`src/rtl/router_fifo_pkg.sv`:
```
// ---------------------------------------------------------------------------
// router_fifo_pkg
// Shared constants for the 1x3 router output buffers:
//   - stream width and buffer depth
//   - header field positions (payload length in [7:2], address in [1:0])
//   - packet counter width
//   - a helper that turns a header length field into the starting packet count
// No ports (package).
// ---------------------------------------------------------------------------
package router_fifo_pkg;

    localparam int DATA_WIDTH    = 8;
    localparam int FIFO_DEPTH    = 16;
    localparam int ADDR_WIDTH    = $clog2(FIFO_DEPTH);

    localparam int LEN_MSB       = 7;
    localparam int LEN_LSB       = 2;
    localparam int ADDR_MSB      = 1;
    localparam int ADDR_LSB      = 0;
    localparam int LEN_WIDTH     = LEN_MSB - LEN_LSB + 1;

    localparam int PKT_CNT_WIDTH = 7;

    // Bytes still to come after a header: the payload plus one parity byte.
    function automatic logic [PKT_CNT_WIDTH-1:0] hdr_pkt_cnt(
        input logic [LEN_WIDTH-1:0] len_field
    );
        return PKT_CNT_WIDTH'(len_field) + PKT_CNT_WIDTH'(1);
    endfunction

endpackage

```
`src/rtl/router_fifo_mem.sv`:
```
// ---------------------------------------------------------------------------
// router_fifo_mem
// Storage array for one router output buffer.
// Writes are synchronous; reads are asynchronous so the top can decide
// what to register on the read edge.
// Ports:
//   clock      in   rising-edge write clock
//   i_wr_en    in   write strobe (already qualified by the caller)
//   i_wr_addr  in   write index
//   i_wr_data  in   entry to store
//   i_rd_addr  in   read index
//   o_rd_data  out  entry at i_rd_addr (combinational)
// ---------------------------------------------------------------------------
module router_fifo_mem #(
    parameter int WIDTH = 9,
    parameter int DEPTH = 16,
    parameter int AW    = $clog2(DEPTH)
) (
    input  logic             clock,
    input  logic             i_wr_en,
    input  logic [AW-1:0]    i_wr_addr,
    input  logic [WIDTH-1:0] i_wr_data,
    input  logic [AW-1:0]    i_rd_addr,
    output logic [WIDTH-1:0] o_rd_data
);

    logic [WIDTH-1:0] r_mem [DEPTH];

    // Array write; contents are never cleared, the pointers define validity.
    always_ff @(posedge clock) begin
        if (i_wr_en) begin
            r_mem[i_wr_addr] <= i_wr_data;
        end
    end

    assign o_rd_data = r_mem[i_rd_addr];

endmodule

```
`src/rtl/router_fifo.sv`:
```
// ---------------------------------------------------------------------------
// router_fifo
// Per-port output buffer of the 1x3 router. Stores {header flag, byte}
// entries, returns them one per read, and tracks the remaining length of the
// packet being read so data_out drops back to 0 once a packet has drained.
// Ports:
//   clock       in   single clock, rising edge
//   resetn      in   synchronous active-low reset
//   soft_reset  in   synchronous active-high flush (synchronizer timeout)
//   write_enb   in   write strobe for this port
//   lfd_state   in   data_in is a header byte
//   data_in     in   packet byte ([7:2] length, [1:0] address on a header)
//   read_enb    in   destination read strobe
//   data_out    out  registered read data
//   full        out  all entries occupied (combinational from pointers)
//   empty       out  no entries occupied (combinational from pointers)
// ---------------------------------------------------------------------------
module router_fifo
    import router_fifo_pkg::*;
#(
    parameter int DATA_WIDTH = router_fifo_pkg::DATA_WIDTH,
    parameter int DEPTH      = router_fifo_pkg::FIFO_DEPTH
) (
    input  logic                  clock,
    input  logic                  resetn,
    input  logic                  soft_reset,
    input  logic                  write_enb,
    input  logic                  lfd_state,
    input  logic [DATA_WIDTH-1:0] data_in,
    input  logic                  read_enb,
    output logic [DATA_WIDTH-1:0] data_out,
    output logic                  full,
    output logic                  empty
);

    localparam int AW = $clog2(DEPTH);
    localparam logic [AW:0]              PTR_ONE = {{AW{1'b0}}, 1'b1};
    localparam logic [PKT_CNT_WIDTH-1:0] CNT_ONE = {{(PKT_CNT_WIDTH-1){1'b0}}, 1'b1};

    logic [AW:0]              r_wr_ptr;
    logic [AW:0]              r_rd_ptr;
    logic [PKT_CNT_WIDTH-1:0] r_pkt_cnt;
    logic [DATA_WIDTH-1:0]    r_data_out;

    logic                     w_full;
    logic                     w_empty;
    logic                     w_flush;
    logic                     w_wr_accept;
    logic                     w_rd_accept;
    logic [DATA_WIDTH:0]      w_wr_entry;
    logic [DATA_WIDTH:0]      w_rd_entry;
    logic                     w_rd_hdr;
    logic [DATA_WIDTH-1:0]    w_rd_byte;

    // The extra MSB on each pointer separates "same slot, same lap" (empty)
    // from "same slot, writer one lap ahead" (full).
    assign w_empty = (r_wr_ptr == r_rd_ptr);
    assign w_full  = (r_wr_ptr[AW] != r_rd_ptr[AW]) &&
                     (r_wr_ptr[AW-1:0] == r_rd_ptr[AW-1:0]);

    // Flush wins over any same-cycle read or write.
    assign w_flush     = !resetn || soft_reset;
    assign w_wr_accept = write_enb && !w_full  && !w_flush;
    assign w_rd_accept = read_enb  && !w_empty && !w_flush;

    assign w_wr_entry = {lfd_state, data_in};
    assign w_rd_hdr   = w_rd_entry[DATA_WIDTH];
    assign w_rd_byte  = w_rd_entry[DATA_WIDTH-1:0];

    router_fifo_mem #(
        .WIDTH (DATA_WIDTH + 1),
        .DEPTH (DEPTH),
        .AW    (AW)
    ) u_mem (
        .clock     (clock),
        .i_wr_en   (w_wr_accept),
        .i_wr_addr (r_wr_ptr[AW-1:0]),
        .i_wr_data (w_wr_entry),
        .i_rd_addr (r_rd_ptr[AW-1:0]),
        .o_rd_data (w_rd_entry)
    );

    // Write pointer; wraps naturally at 2*DEPTH.
    always_ff @(posedge clock) begin
        if (w_flush) begin
            r_wr_ptr <= {(AW+1){1'b0}};
        end else if (w_wr_accept) begin
            r_wr_ptr <= r_wr_ptr + PTR_ONE;
        end else begin
            r_wr_ptr <= r_wr_ptr;
        end
    end

    // Read pointer; wraps naturally at 2*DEPTH.
    always_ff @(posedge clock) begin
        if (w_flush) begin
            r_rd_ptr <= {(AW+1){1'b0}};
        end else if (w_rd_accept) begin
            r_rd_ptr <= r_rd_ptr + PTR_ONE;
        end else begin
            r_rd_ptr <= r_rd_ptr;
        end
    end

    // Remaining bytes of the packet being read: loaded from each header,
    // counted down on every non-header byte until it reaches zero.
    always_ff @(posedge clock) begin
        if (w_flush) begin
            r_pkt_cnt <= {PKT_CNT_WIDTH{1'b0}};
        end else if (w_rd_accept) begin
            if (w_rd_hdr) begin
                r_pkt_cnt <= hdr_pkt_cnt(w_rd_byte[LEN_MSB:LEN_LSB]);
            end else if (r_pkt_cnt != {PKT_CNT_WIDTH{1'b0}}) begin
                r_pkt_cnt <= r_pkt_cnt - CNT_ONE;
            end else begin
                r_pkt_cnt <= r_pkt_cnt;
            end
        end else begin
            r_pkt_cnt <= r_pkt_cnt;
        end
    end

    // Read data register; returns to 0 on an idle edge once the packet is done,
    // otherwise holds the last byte while the destination pauses mid-packet.
    always_ff @(posedge clock) begin
        if (w_flush) begin
            r_data_out <= {DATA_WIDTH{1'b0}};
        end else if (w_rd_accept) begin
            r_data_out <= w_rd_byte;
        end else if (r_pkt_cnt == {PKT_CNT_WIDTH{1'b0}}) begin
            r_data_out <= {DATA_WIDTH{1'b0}};
        end else begin
            r_data_out <= r_data_out;
        end
    end

    assign data_out = r_data_out;
    assign full     = w_full;
    assign empty    = w_empty;

endmodule

```
`config.mk`:
```
export PLATFORM = sky130hd
export DESIGN_NAME = router_fifo
export DESIGN_NICKNAME = d
export VERILOG_FILES = /design/src/rtl/router_fifo_pkg.sv /design/src/rtl/router_fifo_mem.sv /design/src/rtl/router_fifo.sv
export SDC_FILE = /design/constraint.sdc
export NUM_CORES = 1
export LEC_CHECK = 0
export CORE_MARGIN = 4
export CORE_UTILIZATION = 50
export CTS_BUF_LIST = sky130_fd_sc_hd__clkbuf_16
export CTS_CLUSTER_DIAMETER = 40
export DETAILED_ROUTE_END_ITERATION = 6
export PLACE_DENSITY = 0.64
export SETUP_SLACK_MARGIN = 0.5
export SYNTH_ARGS = -nofsm -noshare
export SYNTH_HDL_FRONTEND = slang
export SYNTH_SLANG_ARGS = --single-unit
```
`constraint.sdc`:
```
create_clock -name clock -period 3.6 [get_ports clock]
set_input_delay 0.72 -clock clock [delete_from_list [all_inputs] [get_ports clock]]
set_output_delay 0.72 -clock clock [all_outputs]
set_load 0.005 [all_outputs]
```
## Word level (Yosys, flattened, before mapping)

Memory sizes are Yosys's and may differ from the RTL's. A register that Yosys moved wholly into a read port is not among the register bits.
Index checks and enable logic that the tools add are counted.

| cells by class | value |
|---|---|
| equality and inequality tests | 3 |
| mux-type cells | 8 |
| reduce and logical (&&, ||, !) cells | 15 |
| $add $sub $neg | 4 |

Operators by type and width:

| kind | number |
|---|---|
| 2-to-1 mux 8 bit | 2 |
| 2-to-1 mux 7 bit | 2 |
| adder 5 x 1 -> 5 bit (second input constant) | 2 |
| 2-to-1 mux 4 bit | 2 |
| adder 6 x 1 -> 7 bit (second input constant) | 1 |
| logical NOT 7 bit | 1 |
| nonzero test 7 bit | 1 |
| subtractor 7 x 1 -> 7 bit (second input constant) | 1 |
| == test 5 bit | 1 |
| logical AND 1 bit | 5 |
| == test 4 bit | 1 |
| logical NOT 1 bit | 4 |
| nonzero test 2 bit | 2 |
| 2-to-1 mux 1 bit | 2 |
| AND reduction 2 bit | 1 |
| logical OR 1 bit | 1 |
| inequality test 1 bit | 1 |

| storage, ports and cells | value |
|---|---|
| RAM bits | 144 |
| memories kept | 1 |
| register bits after elaboration | 25 |
| word-level logic and storage cells | 35 |
| input port bits | 14 |
| output and inout bits | 10 |

Memory list:

| memory | depth | width | rd ports | clocked after memory_dff | write ports | RTL line | RTL |
|---|---|---|---|---|---|---|---|
| u_mem.r_mem | 16 | 9 | 1 | 1 | 1 | router_fifo_mem.sv:27 | `logic [WIDTH-1:0] r_mem [DEPTH];` |

## Longest topological paths before layout

Gate-level depths: netlist of run 1.

| logic depth | value |
|---|---|
| word-level depth | 7 |
| mapped depth | 11 |
| mapped depth without buffers | 9 |

## Cells and area by module

A second synthesis of run 1 with hierarchy kept.

| second synthesis, totals | value |
|---|---|
| cell total of the unflattened synthesis | 406 |
| area, all modules | 6944.2 sq um |

By module, submodules not included:

| module | area each (sq um) | seq. area each (sq um) | instances | cells each |
|---|---|---|---|---|
| router_fifo_mem | 5600.4 | 4324.1 | 1 | 245 |
| router_fifo | 1343.8 | 500.5 | 1 | 161 |

## Least setup slack after synthesis of run 1

Ideal clock, no wire load.

| path | value |
|---|---|
| path kind | input to register |
| start | input port resetn |
| end | memory u_mem.r_mem[3][0] (enable) |
| buffers on the path | 0 |
| required time | 3.213 ns |
| stages on the path | 5 |
| arrival time | 2.146 ns |
| path slack | 1.068 ns |
| setup time | 0.387 ns |
| cell sequence | nor2b_1 > nand2_1 > a21oi_1 > nand2_1 > nor3_1 |

| on the way | value |
|---|---|
| longest elaborated chain between the ends | 6 |

Ends and longest elaborated chain:

| element | RTL line | RTL |
|---|---|---|
| start, declared | router_fifo.sv:25 | `input logic resetn,` |
| logical NOT 1 bit | router_fifo.sv:62 | `assign w_flush = !resetn \|\| soft_reset;` |
| logical OR 1 bit | router_fifo.sv:62 |  |
| logical NOT 1 bit | router_fifo.sv:63 | `assign w_wr_accept = write_enb && !w_full && !w_flush;` |
| logical AND 1 bit | router_fifo.sv:63 |  |
| 2-to-1 mux 1 bit | router_fifo_mem.sv:31 | `if (i_wr_en) begin` |
| 2-to-1 mux 1 bit (implied by the code) | router_fifo_mem.sv:32 | `r_mem[i_wr_addr] <= i_wr_data;` |
| end, declared | router_fifo_mem.sv:27 |  |

Every way passes these cells.

## Worst setup path after layout of run 1

| path | value |
|---|---|
| start | register r_wr_ptr[3] |
| end | output port full |

| on the way | value |
|---|---|
| longest elaborated chain between the ends | 2 |

Ends and longest elaborated chain:

| element | RTL line | RTL |
|---|---|---|
| start, declared | router_fifo.sv:40 | `logic [AW:0] r_wr_ptr;` |
| start signal, assigned | router_fifo.sv:86 | `r_wr_ptr <= {(AW+1){1'b0}};` |
| start signal, assigned | router_fifo.sv:88 | `r_wr_ptr <= r_wr_ptr + PTR_ONE;` |
| start signal, assigned | router_fifo.sv:90 | `r_wr_ptr <= r_wr_ptr;` |
| == test 4 bit | router_fifo.sv:59 | `(r_wr_ptr[AW-1:0] == r_rd_ptr[AW-1:0]);` |
| logical AND 1 bit | router_fifo.sv:58 | `assign w_full = (r_wr_ptr[AW] != r_rd_ptr[AW]) &&` |
| end, declared | router_fifo.sv:32 | `output logic full,` |

Every way passes these cells.

==> flow_summary.toml, run 1 <==
[clocking]
clock_latency_ns = 0.42
cts_tree = "built"
cts-htree-levels = 4
cts.path.max_buffers = 2
clock-root-buffer = "clkbuf_16"
clock-sinks = 173
numCtsBuffers = 17
post_cts_resize_count = 0
cts_hold_buffers = 0
cts_setup_buffers = 0
clkTransAtPathRegs_ns = 0.06

[floorplan]
die_area_um2 = 15900
start_util = 0.518
dieHeight_um = 126
ios = 24
die_x_um = 126
rows = 42
core_region_area_um2 = 13500

[cells_and_area]
fin_area_um2 = 8090
area.growth.synth_to_final_pct = 16.0
drive_gt1_frac = 0.218
num_antenna_cells = 0
nNetsFinal = 476

[route]
route.detailed.drc = 0
drtPass1Iterations = 5
avgViaCountPerCell = 5.72
wl_um = 13400
drt_iter0_markers = 255
postRouteAntennaNets = 0
vias = 3685
wl_per_cell_um = 20.8

[placed_design]
dp_hpwl_um = 9100
finalWeightedCongestion = 0.805
post_dp_cell_area_um2 = 7520
io_buffers = 23

[pwr]
powerDensity_nw_per_um2 = 502
vdd_drop_max_v = 0.000355
p_total_mw = 4.06
p_leak_nw = 2.64

[logic_synthesis]
synthArstFlopShare = 0
synthDistinctLibCells = 48
yosys_warnings = 0
yosysSeqAreaShare = 0.704
syn_avg_cell_area_um2 = 17.3
ys_seq_elements = 173
synth_nets = 425
syn_area_um2 = 6970
synth-main-ff-cell = "edfxtp_1"
synth_edf_count = 144
synth_cells = 404

[hold_path]
hold_path_class = "flop to flop"
hold-path-endpoint = "data_out[7]"
min_from = "data_out[7]"
hold_depth = 2

[timing]
post-route-min-period_ns = 2.87
timing.final.crit_share = 0.798
fin_skew_ns = 0.00623
hold_viol = 0
setup-tns-final_ns = 0
worst_slew_pin_slew_ns = 0.637
rsz0062_at_grt = "false"
max_freq_mhz = 348
relSlewSlack = 0.574
drv_slew = 0
setup_viol = 0

[global_routing]
grt_pass1_vias = 3721
gr-total-overflow = 0
grt_pass1_wl_um = 21300
grt_max_degree = 23
track_usage = 0.181
antenna_found_initial = 0

[critical_path]
cp_max_fo = 9
worstSetupEndpointType = "output port"
worstPathBufferInverterCount = 2
critPathMaxStageDelay_ns = 0.54
critPathLaunch = "r_wr_ptr[3]"
cp_data_required_time_ns = 2.88
path_cells = "xor2_1 -> nor4_1 -> buf_4 -> and2_1 -> clkdlybuf4s50_1"
reg2reg_slack_ns = 0.84
startpoint_type = "flop"
worst-path-stages = 5
crit_slowest_cell = "dfxtp_1"
crit_type = "flop to output port"
regToRegEndpoint = "r_pkt_cnt[3]"
path_delay_family = "buffers and inverters"
cp.arrival_ns = 2.15
rr_worst_depth = 7

[run]
drv_cap = 0

[outcome]
outcome = "complete, no violations"
==> stage by stage <==
step | setup slack (ns) | cells | utilization | hold slack [ns]
final | 0.726 | 644 | 0.601 | 0.461
after global routing | 0.601 | 644 | 0.601 | 0.492
after CTS | 0.714 | 644 | 0.601 | 0.462
after detailed placement | 0.668 | 612 | 0.559 | 0.452
after global placement | 0.660 | 612 | 0.559 | 0.444
after floorplan | 1.07 | 404 | - | 0.436
==> sequential cells by signal (all words and copies together), names as in the netlist, named ones only <==
register	count
r_pkt_cnt	7
u_mem.r_mem	144
data_out	8
r_wr_ptr	5
r_rd_ptr	5
==> kinds of logic (layout without fill, tap and decap cells) <==
family | count (synthesis) | count (layout) | synth area share
AOI/OAI and AO/OA | 38 | 38 | 0.0375
DFF | 173 | 173 | 0.704
and+or+nand+nor | 96 | 96 | 0.0646
adders and majority gates | 7 | 7 | 0.0126
xor gates and xnor gates | 16 | 16 | 0.0201
buffers and inverters | 29 | 93 | 0.0217
muxes | 45 | 45 | 0.140
==> cell type report <==
type / count / area [um2]
multi-input cells: 202 / 1920
inverters: 11 / 41.3
clock inverters: 15 / 149
clock buffers: 17 / 425
repair buffers: 50 / 433
well taps: 176 / 220
fillers: 1046 / 5360
flip-flops and latches: 173 / 4910
==> cells in the final DEF (no fill, tap or decap), types with 8 or more instances in the layout <==
cell	synthesis	layout
clkbuf_16	0	17
inv_1	10	11
clkdlybuf4s50_1	0	23
xor2_1	12	12
mux4_2	42	42
edfxtp_1	144	144
o21ai_0	8	8
buf_4	1	27
dfxtp_1	29	28
nor2_1	31	31
nand3_1	9	9
nand2_1	27	27
==> routing by layer <==
| metal | up-vias | global-route usage | routed length, um |
|---|---|---|---|
| met5 | - | 0 | 0 |
| met4 | 0 | 0.0694 | 213 |
| met3 | 16 | 0.0406 | 662 |
| met2 | 101 | 0.283 | 6580 |
| met1 | 1879 | 0.251 | 5960 |
| li1 | 1689 | - | - |
==> Yosys cell counts (4+ instances only) <==
cell      number  area (um2)
xor2_1        12         105
nand3_1        9        45.0
edfxtp_1     144        4320
a21oi_1        7        35.0
o21ai_0        8        40.0
nand2b_1       5        31.3
xnor2_1        4        35.0
dfxtp_1       29         581
inv_1         10        37.5
nor3_1         5        25.0
nor2b_1        4        25.0
ha_1           7        87.6
nand4_1        4        25.0
buf_2          6        30.0
clkbuf_1       8        30.0
mux4_2        42         946
nor2_1        31         116
nand2_1       27         101
==> report_power, final <==
part | leakage, nW | switching (mW) | internal, mW
sequential | 1.53 | 0.00561 | 2.17
clock | 0.280 | 0.744 | 1.02
combinational | 0.831 | 0.0703 | 0.0523
total | 2.64 | 0.820 | 3.24
==> worst register-to-register path, stage by stage (launching register included) <==
cell and delay (ns):
dfxtp_2 0.57, buf_4 0.33, mux4_2 0.55, mux4_2 0.64, nor2_1 0.21, o21a_1 0.18, a31oi_1 0.06, o32ai_1 0.13
==> worst max path at each step <==
stage	endpoint	slack, ns
detailed placement	u_mem.r_mem[3][4]	0.67
CTS	empty	0.71
floorplan	u_mem.r_mem[3][0]	1.07
finish	full	0.73
global route	empty	0.60
global placement	u_mem.r_mem[3][2]	0.66
No activity file was read; power rests on OpenSTA's default activity.
==> inputs of run 2 (changes only) <==
==> constraint.sdc (replaced) <==
create_clock -name clock -period 2.7 [get_ports clock]
set_input_delay 0.54 -clock clock [delete_from_list [all_inputs] [get_ports clock]]
set_output_delay 0.54 -clock clock [all_outputs]
set_load 0.005 [all_outputs]
==> run 2 against run 1 <==
Compared with the run above:
- register-to-register slack got worse by 0.53 ns
- sequential power rose by 33%
- sequential cell count did not move
- global-route usage rose by 0.77 points
- first-iteration DRC count rose by 24%
- worst hold slack got worse by 0.0034 ns
- non-clock buffer count rose by 32
- sequential share of layout area fell by 3.3 points
- utilization rose by 3.8 points
==> flow_summary.toml, run 2 (synthesis gave the netlist of run 1 again) <==
[route]
postRouteAntennaNets = 0
drt_iter0_markers = 316
vias = 3879
avgViaCountPerCell = 5.73
route.detailed.drc = 0
wl_per_cell_um = 21.5
drtPass1Iterations = 5
wl_um = 14500

[clocking]
clkTransAtPathRegs_ns = 0.06
clock-root-buffer = "clkbuf_16"
cts.path.max_buffers = 2
clock_latency_ns = 0.43
cts_hold_buffers = 0
cts-htree-levels = 4
numCtsBuffers = 17
cts_tree = "built"
clock-sinks = 173

[timing]
fin_skew_ns = 0.0129
setup_viol = 0
rsz0062_at_grt = "true"
drv_slew = 0
hold_viol = 0
timing.final.crit_share = 0.885
post-route-min-period_ns = 2.39
worst_slew_pin_slew_ns = 0.605
setup-tns-final_ns = 0
relSlewSlack = 0.596
max_freq_mhz = 418

[floorplan]
rows = 42
ios = 24
dieHeight_um = 126
die_x_um = 126
core_region_area_um2 = 13500
die_area_um2 = 15900
start_util = 0.518

[pwr]
p_total_mw = 5.65
power.switching_mw = 1.10
powerDensity_nw_per_um2 = 657
vdd_drop_max_v = 0.000569
p_seq_frac = 0.513
p_sw_frac = 0.195
p_leak_nw = 2.91
combPwrFrac = 0.037
clkPwrFrac = 0.449
intPower_mw = 4.55

[cells_and_area]
largest_reg_flops = 144
nNetsFinal = 509
final_common_cell = "edfxtp_1"
num_antenna_cells = 0
fin_util = 0.639
drive_gt1_frac = 0.319
fin_area_um2 = 8600
area.growth.synth_to_final_pct = 23.3
regMostFlops = "u_mem.r_mem"
mostFrequentLayoutCells = "144 x edfxtp_1, 49 x buf_4, 43 x mux4_2"

[run]
drv_cap = 0

[global_routing]
gr-total-overflow = 0
grt_pass1_vias = 3903
grt_max_degree = 37
track_usage = 0.189
grt_pass1_wl_um = 22300
antenna_found_initial = 0

[critical_path]
cp_max_fo = 9
cp_data_required_time_ns = 3.02
worstSetupEndpointType = "flop"
reg2reg_slack_ns = 0.31
cp.arrival_ns = 2.71
startpoint_type = "flop"
crit_type = "flop to flop"

[placed_design]
dp_hpwl_um = 9250
finalWeightedCongestion = 0.817
io_buffers = 23
post_dp_cell_area_um2 = 7580

[outcome]
outcome = "complete, no violations"

[hold_path]
hold_path_class = "flop to flop"
==> run 2: layer usage <==
| metal | global-route usage | wire, um | up-vias |
|---|---|---|---|
| met5 | 0 | 0 | - |
| met4 | 0.0656 | 261 | 0 |
| met3 | 0.0572 | 985 | 23 |
| met2 | 0.293 | 7150 | 134 |
| met1 | 0.257 | 6120 | 1968 |
| li1 | - | - | 1754 |
==> run 2: critical path, stage by stage (launching register included) <==
cell	delay, ns
dfxtp_4	0.39
buf_12	0.14
buf_4	0.13
mux4_2	0.53
a221oi_4	0.33
inv_2	0.09
ha_4	0.17
o211ai_1	0.15
nor2_1	0.09
a32o_1	0.26
==> run 2: through the flow <==
| step | hold WS (ns) | setup slack, ns | instances |
|---|---|---|---|
| finish | 0.457 | 0.310 | 677 |
| global placement | 0.446 | 0.147 | 612 |
| detailed placement | 0.449 | 0.140 | 612 |
| global route | 0.475 | 0.156 | 677 |
| floorplan | 0.436 | 0.395 | 404 |
| CTS | 0.457 | 0.315 | 667 |
==> run 2: power groups by stage <==
stage                     Clock, mW  Sequential (mW)  Combinational [mW]
final                          2.54             2.90               0.212
after global routing           2.71             2.90               0.231
after CTS                      2.58             2.90               0.199
after detailed placement          0             2.96               0.173
after global placement            0             2.96               0.170
after floorplan                   0             2.96              0.0921
==> run 2: cell type report <==
| type | instances | area, um2 |
|---|---|---|
| Multi-Input combinational cell | 203 | 2040 |
| Timing Repair Buffer | 82 | 748 |
| Inverter | 11 | 41.3 |
| Clock buffer | 17 | 425 |
| Tap cell | 176 | 220 |
| Clock inverter | 15 | 194 |
| Sequential cell | 173 | 4920 |
| Fill cell | 962 | 4860 |
==> run 2: final timing paths <==
path                                endpoint  cells past startpoint         from
worst max-delay path            r_pkt_cnt[6]                      9         flop
worst min-delay path             data_out[6]                      2  data_out[6]
worst max register to register  r_pkt_cnt[6]                      9         flop
worst min register to register   data_out[6]                      2  data_out[6]
==> run 2: timing repair <==
item,4_1_cts,5_1_grt
endpoints found under the setup margin,60,160
pin swaps,4,2
setup buffers,21,8
resized for setup,22,25
gates cloned,2,2
==> inputs of run 3 (changes only) <==
--- a/config.mk
+++ b/config.mk
@@ -5,6 +5,7 @@
 export SDC_FILE = /design/constraint.sdc
 export NUM_CORES = 1
 export LEC_CHECK = 0
+export CORE_ASPECT_RATIO = 1.25
 export CORE_MARGIN = 4
 export CORE_UTILIZATION = 50
 export CTS_BUF_LIST = sky130_fd_sc_hd__clkbuf_16
==> run 3 against run 2 <==
Compared with the run above:
- global-route usage up 1.7 points
- non-clock buffer count up 1
- via count up 0.70%
- highest routed layer unchanged
- largest power group unchanged
- first-iteration DRC count up 33%
- design area up 0.98%
==> flow_summary.toml, run 3 (synthesis gave the netlist of run 1 again) <==
[cells_and_area]
area.growth.synth_to_final_pct = 24.5
seq_area_um2 = 4930
fin_area_um2 = 8680
fillCellCount = 983
regMostFlops = "u_mem.r_mem"
multi_input_area_um2 = 2090
drive_gt1_frac = 0.341
mostFrequentLayoutCells = "144 x edfxtp_1, 47 x buf_4, 43 x mux4_2"
nNetsFinal = 510
final_common_cell = "edfxtp_1"
num_antenna_cells = 0
largest_reg_flops = 144

[global_routing]
antenna_found_initial = 0
gr-total-overflow = 0
track_usage = 0.205
grt_pass1_vias = 4011
grt_max_degree = 37
grt_pass1_wl_um = 23700

[timing]
drv_slew = 0
rsz0062_at_grt = "true"
timing.final.crit_share = 0.894
worst_slew_pin_slew_ns = 0.667
fin_skew_ns = 0.00612
setup-tns-final_ns = 0
post-route-min-period_ns = 2.41
max_freq_mhz = 414
setup_viol = 0
hold_viol = 0
relSlewSlack = 0.554

[clocking]
cts-htree-levels = 4
numCtsBuffers = 17
cts_tree = "built"
clock-root-buffer = "clkbuf_16"
cts.path.max_buffers = 2
clock-sinks = 173
clock_latency_ns = 0.42
clkTransAtPathRegs_ns = 0.06

[floorplan]
die_area_um2 = 15900
core_region_area_um2 = 13800
ios = 24
die_x_um = 114
dieHeight_um = 140
start_util = 0.507
rows = 48

[critical_path]
critPathMaxStageDelay_ns = 0.53
critical_path.most_common_cell = "mux4_2"
crit_slowest_cell = "mux4_2"
crit_type = "flop to flop"
regToRegEndpoint = "r_pkt_cnt[4]"
cp_max_fo = 5
rr_worst_depth = 8
worstSetupEndpointType = "flop"
cp_data_required_time_ns = 3.04
reg2reg_slack_ns = 0.29
startpoint_type = "flop"
path_cells = "buf_12 -> buf_16 -> mux4_2 -> buf_4 -> mux4_2 -> nor2_1 -> nand2_1 -> o221ai_1"
cp.arrival_ns = 2.76
worstPathBufferInverterCount = 3
path_delay_family = "multiplexers"

[route]
wl_met3_um = 659
drt_iter0_markers = 421
wl_um = 15500
avgViaCountPerCell = 5.78
wl_per_cell_um = 22.9
postRouteAntennaNets = 0
route.detailed.drc = 0
vias = 3906
m1WireLength_um = 6220
drtPass1Iterations = 4
top_layer = "met4"
wl_met2_um = 8100

[hold_path]
hold_path_class = "flop to flop"
hold_depth = 2
hold-path-endpoint = "data_out[7]"
min_from = "data_out[7]"

[pwr]
p_leak_nw = 2.90
vdd_drop_max_v = 0.000478
powerDensity_nw_per_um2 = 647

[run]
drv_cap = 0

[placed_design]
io_buffers = 23
post_dp_cell_area_um2 = 7620
dp_hpwl_um = 9560
finalWeightedCongestion = 0.864

[outcome]
outcome = "complete, no violations"
-- run 3: layout make-up --
class                           count  area share
Sequential cell                   173       0.568
Multi-Input combinational cell    203       0.241
Timing Repair Buffer               83      0.0911
Clock buffer                       17      0.0490
Tap cell                          175      0.0252
Clock inverter                     14      0.0206
Inverter                           11     0.00476
-- run 3: report_power, final --
part	leakage, nW	switching [mW]	internal, mW
clock network	0.300	0.965	1.53
registers	1.54	0.00494	2.89
logic	1.06	0.117	0.108
-- run 3: worst max-delay path by stage --
stage / cells past startpoint / slack, ns / endpoint
floorplan: 6 / 0.40 / u_mem.r_mem[0][0]
global placement: 8 / 0.20 / u_mem.r_mem[10][2]
detailed placement: 8 / 0.24 / u_mem.r_mem[10][2]
CTS: 8 / 0.34 / r_pkt_cnt[3]
global route: 7 / 0.22 / r_pkt_cnt[4]
finish: 8 / 0.29 / r_pkt_cnt[4]
-- run 3: tightest hold or removal path, delay by kind of cell, from the launching register on --
| family | cells | cell delay, ns |
|---|---|---|
| flip-flops | 1 | 0.31 |
| AND/OR/NAND/NOR | 2 | 0.10 |
-- run 3: routing by layer --
metal | vias to the layer above | global-route usage
met5 | - | 0
met4 | 0 | 0.0937
met3 | 31 | 0.0540
met2 | 106 | 0.333
met1 | 2007 | 0.259
li1 | 1762 | -
-- run 3: through the flow --
stage               hold WS, ns  total power [mW]   util  cells  setup WS [ns]
global placement          0.445              3.13  0.554    616          0.197
global route              0.489              5.79  0.631    676          0.216
CTS                       0.460              5.65  0.619    665          0.344
floorplan                 0.436              3.05      -    404          0.395
finish                    0.459              5.61  0.631    676          0.287
detailed placement        0.449              3.14  0.554    616          0.240
-- run 3: timing repair --
| action | CTS | global route |
|---|---|---|
| hold endpoints to repair | 0 | 0 |
| endpoints found under the setup margin | 27 | 122 |
| buffers inserted | 14 | 8 |
| hold buffers | 0 | 0 |
| gates resized for setup | 37 | 32 |
| cloned | 4 | 3 |
| pin swaps | 17 | 10 |
